## src/rtl/cpu_types_pkg.sv

```systemverilog
// Shared CPU pipeline types: the stage-register occupancy state and its maximum depth.
package cpu_types_pkg;

  typedef enum logic [1:0] {
    EMPTY = 2'd0,
    ONE   = 2'd1,
    TWO   = 2'd2
  } pipe_state_t;

  localparam int unsigned PIPE_DEPTH_MAX = 2;

  function automatic logic [1:0] state_occupancy(input pipe_state_t st);
    case (st)
      EMPTY:   state_occupancy = 2'd0;
      ONE:     state_occupancy = 2'd1;
      TWO:     state_occupancy = 2'd2;
      default: state_occupancy = 2'd0;
    endcase
  endfunction

endpackage

```

## src/rtl/pipeline_stage_reg.sv

```systemverilog
// Valid/ready pipeline stage register with synchronous flush and reset.
// PIPE_STAGE_SKID_EN adds a skid entry so that in_ready is fully registered.
module pipeline_stage_reg
  import cpu_types_pkg::*;
#(
  parameter int unsigned      WIDTH     = 32,
  parameter logic [WIDTH-1:0] FLUSH_VAL = '0
) (
  input  logic             CLK,
  input  logic             RST,
  input  logic             flush,
  input  logic             in_valid,
  output logic             in_ready,
  input  logic [WIDTH-1:0] in_data,
  output logic             out_valid,
  input  logic             out_ready,
  output logic [WIDTH-1:0] out_data,
  output logic [1:0]       occupancy
);

  pipe_state_t      state_r;
  pipe_state_t      state_nxt_s;
  logic [WIDTH-1:0] main_r;
  logic [WIDTH-1:0] main_nxt_s;
  logic             out_valid_r;
  logic [1:0]       occupancy_r;
  logic             accept_s;
  logic             pop_s;

  assign accept_s  = in_valid && in_ready;
  assign pop_s     = out_valid_r && out_ready;
  assign out_valid = out_valid_r;
  assign occupancy = occupancy_r;
  assign out_data  = main_r;

`ifdef PIPE_STAGE_SKID_EN
  logic [WIDTH-1:0] skid_r;
  logic [WIDTH-1:0] skid_nxt_s;
  logic             in_ready_r;

  // Registered ready; reset still blocks upstream immediately.
  assign in_ready = in_ready_r && !RST;

  // Next-state and payload selection for the two-entry stage.
  always_comb begin
    state_nxt_s = state_r;
    main_nxt_s  = main_r;
    skid_nxt_s  = skid_r;
    if (flush) begin
      state_nxt_s = EMPTY;
      main_nxt_s  = FLUSH_VAL;
      skid_nxt_s  = FLUSH_VAL;
    end else begin
      case (state_r)
        EMPTY: begin
          if (accept_s) begin
            state_nxt_s = ONE;
            main_nxt_s  = in_data;
          end else begin
            state_nxt_s = EMPTY;
          end
        end
        ONE: begin
          if (accept_s && pop_s) begin
            main_nxt_s = in_data;
          end else if (accept_s) begin
            state_nxt_s = TWO;
            skid_nxt_s  = in_data;
          end else if (pop_s) begin
            state_nxt_s = EMPTY;
          end else begin
            state_nxt_s = ONE;
          end
        end
        TWO: begin
          // in_ready is low here, so only a pop can move the stage.
          if (pop_s) begin
            state_nxt_s = ONE;
            main_nxt_s  = skid_r;
          end else begin
            state_nxt_s = TWO;
          end
        end
        default: begin
          state_nxt_s = EMPTY;
          main_nxt_s  = FLUSH_VAL;
          skid_nxt_s  = FLUSH_VAL;
        end
      endcase
    end
  end

  // Skid payload and registered ready.
  always_ff @(posedge CLK) begin
    if (RST) begin
      skid_r     <= FLUSH_VAL;
      in_ready_r <= 1'b1;
    end else begin
      skid_r     <= skid_nxt_s;
      in_ready_r <= (state_nxt_s != TWO);
    end
  end
`else
  assign in_ready = (!out_valid_r || out_ready) && !RST;

  // Next-state and payload selection for the single-entry stage.
  always_comb begin
    state_nxt_s = state_r;
    main_nxt_s  = main_r;
    if (flush) begin
      state_nxt_s = EMPTY;
      main_nxt_s  = FLUSH_VAL;
    end else begin
      case (state_r)
        EMPTY: begin
          if (accept_s) begin
            state_nxt_s = ONE;
            main_nxt_s  = in_data;
          end else begin
            state_nxt_s = EMPTY;
          end
        end
        ONE: begin
          if (accept_s) begin
            main_nxt_s = in_data;
          end else if (pop_s) begin
            state_nxt_s = EMPTY;
          end else begin
            state_nxt_s = ONE;
          end
        end
        default: begin
          state_nxt_s = EMPTY;
          main_nxt_s  = FLUSH_VAL;
        end
      endcase
    end
  end
`endif

  // State, main payload and the status outputs derived from the next state.
  always_ff @(posedge CLK) begin
    if (RST) begin
      state_r     <= EMPTY;
      main_r      <= FLUSH_VAL;
      out_valid_r <= 1'b0;
      occupancy_r <= 2'd0;
    end else begin
      state_r     <= state_nxt_s;
      main_r      <= main_nxt_s;
      out_valid_r <= (state_nxt_s != EMPTY);
      occupancy_r <= state_occupancy(state_nxt_s);
    end
  end

endmodule

```

## config.mk

```make
export PLATFORM = sky130hd
export DESIGN_NAME = pipeline_stage_reg
export DESIGN_NICKNAME = d
export VERILOG_FILES = /design/src/rtl/cpu_types_pkg.sv /design/src/rtl/pipeline_stage_reg.sv
export SDC_FILE = /design/constraint.sdc
export NUM_CORES = 1
export LEC_CHECK = 0
export ABC_AREA = 1
export CORE_ASPECT_RATIO = 0.7
export CORE_MARGIN = 2
export CORE_UTILIZATION = 26
export DETAILED_ROUTE_END_ITERATION = 12
export SKIP_LAST_GASP = 1
export SYNTH_ARGS = -nofsm -noshare
export SYNTH_HDL_FRONTEND = slang
export SYNTH_SLANG_ARGS = --single-unit
```

## constraint.sdc

```tcl
create_clock -name CLK -period 1.32 [get_ports CLK]
set_clock_uncertainty 0.15 [all_clocks]
set_input_delay 0.198 -clock CLK [delete_from_list [all_inputs] [get_ports CLK]]
set_output_delay 0.198 -clock CLK [all_outputs]
set_load 0.005 [all_outputs]
```

Yosys cells after proc, flatten, opt, wreduce, memory -nomap -nowiden

Index checks and enable logic that the tools add are counted.

Output and inout bits: 36
Input bits: 37
Logic and storage cells: 24
Register bits: 37

Reduce and logical (&&, ||, !) cells: 10
Bitwise logic cells: 1
Equal/unequal tests: 3
Multiplexer cells: 6

Operators by type and width:

| operator           | number |
|---|---|
| $pmux 2 s2         | 2 |
| $eq 2x1->1 const B | 2 |
| $mux 2             | 2 |
| $logic_and 1x1->1  | 3 |
| $reduce_or 3->1    | 1 |
| $eq 2x2->1 const B | 1 |
| $logic_not 1->1    | 2 |
| $logic_not 2->1    | 1 |
| $mux 1             | 2 |
| $reduce_bool 2->1  | 1 |
| $reduce_or 2->1    | 1 |
| $logic_or 1x1->1   | 1 |
| $not 1->1          | 1 |

Depth between registers and ports, before layout

Gate-level depths: netlist of the first run.

Depth after elaboration: 9
Depth in mapped cells: 7
Gate-level depth less buffers: 6

Worst setup path before layout of the first run

OpenSTA, ideal clock, no wires.

Path type: reg-to-reg
From: register out_valid_r (netlist: out_valid)
To: register main_r[10] (netlist: out_data[10])
Setup slack: 0.223 ns
Arrival time: 0.837 ns
Period minus slack after synthesis: 1.097 ns
Path buffers: 1
Library setup time: 0.110 ns
Stages on the path, launching flop included: 7
Cell sequence: dfxtp_1 > nand2_2 > nand3_4 > buf_6 > nand2_1 > inv_1 > nor2_1

Cells in the longest elaborated chain, start to end: 4

Ends and longest elaborated chain:

| what                   | RTL line                  | source |
|---|---|---|
| start, declared        | pipeline_stage_reg.sv:25  | `logic out_valid_r;` |
| start signal, assigned | pipeline_stage_reg.sv:151 | `out_valid_r <= (state_nxt_s != EMPTY);` |
| $logic_not 1->1        | pipeline_stage_reg.sv:104 | `assign in_ready = (!out_valid_r \|\| out_ready) && !RST;` |
| $logic_or 1x1->1       | pipeline_stage_reg.sv:104 |  |
| $logic_and 1x1->1      | pipeline_stage_reg.sv:104 |  |
| $logic_and 1x1->1      | pipeline_stage_reg.sv:30  | `assign accept_s = in_valid && in_ready;` |
| end signal, assigned   | pipeline_stage_reg.sv:150 | `main_r <= main_nxt_s;` |
| end, declared          | pipeline_stage_reg.sv:23  | `logic [WIDTH-1:0] main_r;` |

No other way between the ends.
A chain may end at the register's enable or synchronous reset.

Final worst setup path of the first run

From: register out_valid_r (netlist: out_valid)
To: register main_r[9] (netlist: out_data[9])

The elaborated chain is that of the path after synthesis.

==> impl_metrics.py, run 1 <==
metrics = {
    "critical_path": {
        "slowest_stage": "sky130_fd_sc_hd__dfxtp_2",
        "path_class": "reg2reg",
        "worst-path-buf-inv": 4,
        "critical-path-top-delay-family": "buffers and inverters",
        "critPathRequiredTime_ns": 1.39,
        "cp-start-kind": "register",
        "worst_path_arrival_time_ns": 1.40,
        "timing.critical_path.cells": "buf_6 > nand2_4 > nand3_4 > buf_12 > clkbuf_16 > nand2_1 > inv_1 > nor2_1",
        "top_fanout_value_on_the_critical_path": 5,
        "end_kind": "register",
        "max_stage_delay_ns": 0.33,
    },
    "floorplan": {
        "die-height_um": 74.9,
        "fp.dieArea_mm2": 0.00788,
        "start_util_pct": 27.2,
        "die_w_um": 105,
        "io-pin-count": 73,
        "core-area_mm2": 0.00685,
        "floorplan.rows": 25,
    },
    "placement": {
        "routabilityCongestion": 0.781,
        "place_inst": 454,
        "portBuffers": 72,
        "pre_cts_ws_ns": -0.366,
        "hpwl_um": 3270,
    },
    "final_layout": {
        "filler_cell_count": 693,
        "antenna_cells": 0,
        "number_of_cells_in_the_finished_layout_apart_from_fillers": 467,
        "syn_to_final_growth_pct": 61.4,
        "nets": 410,
        "drive_gt1_share_pct": 19.3,
    },
    "job": {
        "max-cap-violations": 0,
    },
    "detailed_routing": {
        "route.final.wire_length_um": 5090,
        "route.detailed.vias_per_inst": 4.01,
        "detailedRoute.firstIterationViolations": 58,
        "routed_wire_length_per_instance_um": 10.9,
        "length_of_the_first_detailed_routing_pass_in_iterations": 4,
        "vias": 1875,
        "detail_route.drc_violations": 0,
        "routed_antenna_nets": 0,
    },
    "clock_network": {
        "cts_root_buf": "sky130_fd_sc_hd__clkbuf_8",
        "cts-buffers-inserted": 5,
        "cts.sink_count": 37,
        "h-tree-depth": 2,
        "clk_pin_slew_worst_paths_ns": 0.07,
        "clock_insertion_delay_worst_skew_ns": 0.27,
        "ctsHoldBuffers": 0,
        "cts_tree": "built",
        "cts.path.max_buffers": 2,
    },
    "global_routing": {
        "globalRouteTotalUtil_pct": 12.7,
        "via_count_of_the_first_global_routing_pass": 1737,
        "grt_max_degree": 26,
        "antenna_found_initial": 0,
        "overall_overflow_remaining_after_global_route": 0,
        "grt_first_pass_wirelength_um": 7940,
    },
    "outcome": {
        "outcome": "finished with violations",
        "failing_checks": "negative setup slack",
    },
    "pwr": {
        "max-vdd-ir-drop_mv": 0.369,
        "total_power_mw": 2.39,
        "static-leakage-power_nw": 1.55,
        "power-per-cell-area_mw_per_mm2": 793,
    },
    "timing": {
        "finalSetupViolations": 4,
        "min_period_ns": 1.33,
        "fmax_ghz": 0.752,
        "slew_viol_final": 0,
        "post_route_hold_slack_ns": 0.316,
        "setup_ws_ns": -0.00921,
        "grt_setup_unrepaired": "yes",
        "setup-tns-final_ns": -0.0130,
        "finalHoldViolations": 0,
        "tcrit_tclk_final_pct": 101,
    },
    "synthesis": {
        "synth.yosys.warnings": 0,
        "netlist_area_mm2": 0.00187,
        "syn_inst": 289,
        "syn-mean-instance-area_um2": 6.46,
        "seq_area_frac_synth_pct": 39.7,
        "synth_seq_cells": 37,
        "post_synth_num_cell_types": 14,
    },
    "min_path": {
        "hold_path.class": "in2reg",
    },
}
## sequential cells by signal (all words and copies together), names as in the netlist
name and flops:
out_data 32, occupancy 2, state_r 2, out_valid 1
## timing repair
action / in CTS / in global routing
endpoints found under the setup margin: 71 / 37
gates cloned: 2 / 2
pin swaps: 2 / 21
resized for setup: 62 / 33
buffers inserted: 3 / 0
## cell type report
type	instances	area (um2)	area share, %
Timing Repair Buffer	92	967	32.1
Sequential cell	37	758	25.2
Multi-Input combinational cell	139	712	23.6
Inverter	98	370	12.3
Tap cell	94	118	3.91
Clock buffer	7	86.3	2.87
## Yosys cell counts
| cell | number | area, um2 |
|---|---|---|
| sky130_fd_sc_hd__nand2_1 | 66 | 248 |
| sky130_fd_sc_hd__nand2_2 | 1 | 6.26 |
| sky130_fd_sc_hd__buf_2 | 10 | 50.1 |
| sky130_fd_sc_hd__nor2_1 | 32 | 120 |
| sky130_fd_sc_hd__buf_6 | 6 | 67.6 |
| sky130_fd_sc_hd__a21oi_1 | 1 | 5.00 |
| sky130_fd_sc_hd__inv_2 | 1 | 3.75 |
| sky130_fd_sc_hd__dfxtp_1 | 37 | 741 |
| sky130_fd_sc_hd__nand4_1 | 32 | 200 |
| sky130_fd_sc_hd__a21boi_1 | 3 | 22.5 |
| sky130_fd_sc_hd__conb_1 | 1 | 3.75 |
| sky130_fd_sc_hd__nand3_4 | 1 | 17.5 |
| sky130_fd_sc_hd__inv_1 | 97 | 364 |
| sky130_fd_sc_hd__nor3_4 | 1 | 16.3 |
## stage by stage
step / utilization [%] / instance area, um2
final: 44.0 / 3010
after global routing: 44.0 / 3010
after floorplan: - / 1870
after global placement: 40.3 / 2760
after CTS: 42.8 / 2940
after detailed placement: 40.3 / 2760
## logic make-up after synthesis
logic type,share of synthesized area [%]
simple gates,32.6
buf+inv,26.0
flops,39.7
compound gates,1.48
other cells,0.201
## metal layers
metal,track usage (%),wire [um]
met4,3.56,27
met3,4.59,381
met1,16.0,2550
met2,21.1,2130
met5,0,0
## final timing paths
| check | from | endpoint | slack, ns | depth (start not counted) |
|---|---|---|---|---|
| worst min-delay path | out_ready | out_valid | 0.32 | 4 |
| worst min register to register | out_data[21] | out_data[21] | 0.35 | 4 |
| worst max-delay path | out_valid | out_data[9] | -0.009 | 8 |
| worst max register to register | out_valid | out_data[9] | -0.009 | 8 |
## worst register-to-register path, delay by kind of cell, from the launching register on
kind,cells,cell delay (ns)
buffers and inverters,4,0.48
flip-flops,1,0.33
AND/OR/NAND/NOR,4,0.30
## cell usage in the layout (no fill, tap or decap), types with 11 or more instances in the layout
master	netlist	final
sky130_fd_sc_hd__clkdlybuf4s50_1	0	33
sky130_fd_sc_hd__nand2_2	1	11
sky130_fd_sc_hd__dlygate4sd2_1	0	37
sky130_fd_sc_hd__dfxtp_1	37	23
sky130_fd_sc_hd__dfxtp_2	0	14
sky130_fd_sc_hd__nand2_1	66	53
sky130_fd_sc_hd__nor2_1	32	28
sky130_fd_sc_hd__inv_1	97	91
sky130_fd_sc_hd__nand4_1	32	32
## report_power, final
group | total (mW) | switching (mW) | internal [mW]
logic | 0.443 | 0.198 | 0.245
registers | 1.15 | 0.0107 | 1.14
clock network | 0.793 | 0.379 | 0.414
total | 2.39 | 0.588 | 1.80
No activity file was read; power rests on OpenSTA's default activity.
==> run 2, diff against run 1 <==
--- a/config.mk
+++ b/config.mk
@@ -7,5 +7,4 @@
 export LEC_CHECK = 0
 export ABC_AREA = 1
-export CORE_ASPECT_RATIO = 0.7
 export CORE_MARGIN = 2
 export CORE_UTILIZATION = 26
--- a/constraint.sdc
+++ b/constraint.sdc
@@ -3,3 +3,3 @@
 set_input_delay 0.198 -clock CLK [delete_from_list [all_inputs] [get_ports CLK]]
 set_output_delay 0.198 -clock CLK [all_outputs]
-set_load 0.005 [all_outputs]
+set_load 0.05 [all_outputs]
==> run 2 against run 1 <==
Against the previous run: via count shrank 2.8%; hold slack lost 0.052 ns; the flow now finishes without violations; clock power grew 10%; register-to-register slack gained 0.16 ns; first-iteration DRC count grew 41%.
==> impl_metrics.py, run 2 (same netlist as run 1, synthesis figures left out) <==
metrics = {
    "outcome": {
        "outcome": "completed",
    },
    "detailed_routing": {
        "route.detailed.vias_per_inst": 3.94,
        "routed_antenna_nets": 0,
        "routed_wire_length_per_instance_um": 10.1,
        "detail_route.drc_violations": 0,
        "vias": 1822,
        "route.final.wire_length_um": 4670,
        "detailedRoute.firstIterationViolations": 82,
        "length_of_the_first_detailed_routing_pass_in_iterations": 4,
    },
    "final_layout": {
        "drive_gt1_share_pct": 17.4,
        "multi_input_comb_area_um2": 654,
        "filler_cell_count": 694,
        "nets": 403,
        "mostFrequentLayoutCell": "sky130_fd_sc_hd__inv_1",
        "sequential_cell_area_um2": 744,
        "antenna_cells": 0,
        "largest_register_ff_count": 32,
        "postLayoutCellArea_mm2": 0.00318,
        "syn_to_final_growth_pct": 70.3,
        "layout_common_cells": "sky130_fd_sc_hd__inv_1 (96), sky130_fd_sc_hd__nand2_1 (66), sky130_fd_sc_hd__buf_12 (37), sky130_fd_sc_hd__dfxtp_1 (36), sky130_fd_sc_hd__clkdlybuf4s50_1 (34)",
    },
    "timing": {
        "slew_viol_final": 0,
        "grt_setup_unrepaired": "yes",
        "min_period_ns": 1.29,
        "fmax_ghz": 0.774,
        "tcrit_tclk_final_pct": 97.8,
        "finalSetupViolations": 0,
        "finalHoldViolations": 0,
        "setup-tns-final_ns": 0,
    },
    "floorplan": {
        "fp.dieArea_mm2": 0.00787,
        "floorplan.rows": 30,
        "start_util_pct": 27.2,
        "die_w_um": 88.7,
        "core-area_mm2": 0.00687,
        "io-pin-count": 73,
        "die-height_um": 88.7,
    },
    "critical_path": {
        "worst_path_arrival_time_ns": 0.94,
        "timing.rr.end": "out_data[27]",
        "timing.critical_path.cells": "a21oi_4 > buf_12",
        "critPathRequiredTime_ns": 0.97,
        "max_stage_delay_ns": 0.37,
        "end_kind": "output port",
        "reg2regPathDepth": 5,
        "cp-start-kind": "register",
        "top_fanout_value_on_the_critical_path": 4,
        "path_class": "reg2out",
        "setup.worst_path.start": "out_valid",
        "regToRegStartpoint": "out_valid",
        "r2r_slack_ns": 0.15,
        "slowest_stage": "sky130_fd_sc_hd__dfxtp_4",
    },
    "clock_network": {
        "h-tree-depth": 2,
        "cts.path.max_buffers": 2,
        "clock_insertion_delay_worst_skew_ns": 0.29,
        "ctsHoldBuffers": 0,
        "cts.sink_count": 37,
        "cts_tree": "built",
        "clk_pin_slew_worst_paths_ns": 0.07,
        "cts-buffers-inserted": 5,
        "cts_root_buf": "sky130_fd_sc_hd__clkbuf_8",
    },
    "min_path": {
        "hp-start": "out_ready",
        "hold_path_stages": 4,
        "hold_path.class": "in2reg",
        "hold_path_end": "out_valid",
    },
    "pwr": {
        "max-vdd-ir-drop_mv": 0.352,
        "total_power_mw": 2.54,
        "power-per-cell-area_mw_per_mm2": 800,
        "static-leakage-power_nw": 1.48,
    },
    "global_routing": {
        "via_count_of_the_first_global_routing_pass": 1752,
        "overall_overflow_remaining_after_global_route": 0,
        "grt_first_pass_wirelength_um": 7780,
        "grt_max_degree": 27,
        "antenna_found_initial": 0,
        "globalRouteTotalUtil_pct": 12.6,
    },
    "placement": {
        "hpwl_um": 3460,
        "dpl_cell_area_mm2": 0.00306,
        "routabilityCongestion": 0.736,
        "portBuffers": 72,
    },
    "job": {
        "max-cap-violations": 0,
    },
}
-- run 2: final cells by class --
type | count | area share, %
timing repair buffer | 85 | 37.4
sequential | 37 | 23.4
multi-input combinational | 139 | 20.6
inverter | 98 | 11.6
tap | 96 | 3.78
clock buffer | 7 | 3.03
clock inverter | 1 | 0.158
-- run 2: power breakdown --
part           switching [mW]  total [mW]  internal [mW]
Clock                   0.400       0.872          0.472
Combinational           0.251       0.508          0.257
Sequential             0.0230        1.16           1.14
Total                   0.674        2.54           1.87
-- run 2: routing by layer --
layer / track usage, % / share of wire [%]
met1: 15.5 / 46
met2: 20.4 / 45
met3: 4.20 / 7.6
met4: 4.68 / 1.2
met5: 0 / 0
-- run 2: worst max-delay path, delay by kind of cell (launching register included) --
kind | cells | cell delay [ns]
flip-flops | 1 | 0.37
buffers and inverters | 1 | 0.15
AO/OA/AOI/OAI | 1 | 0.14
-- run 2: how the worst max path moves through the flow --
| stage | cells after the start | end |
|---|---|---|
| finish | 2 | in_ready |
| global route | 2 | in_ready |
| CTS | 2 | in_ready |
| detailed placement | 7 | out_data[27] |
| global placement | 7 | out_data[5] |
| floorplan | 6 | out_data[10] |
-- run 2: repair_timing --
item | CTS | global route
pin swaps | 1 | 0
buffers inserted | 0 | 1
setup endpoints to repair | 1 | 1
resized for setup | 5 | 0
-- run 2: through the flow --
| stage | worst slack [ns] | hold WS [ns] | util, % | instances |
|---|---|---|---|---|
| global route | -0.00413 | 0.330 | 46.2 | 463 |
| floorplan | 0.0415 | 0.219 | - | 290 |
| global placement | -0.246 | 0.325 | 44.6 | 454 |
| finish | 0.0287 | 0.264 | 46.2 | 463 |
| detailed placement | -0.272 | 0.337 | 44.6 | 454 |
| CTS | 0.000328 | 0.247 | 46.1 | 462 |
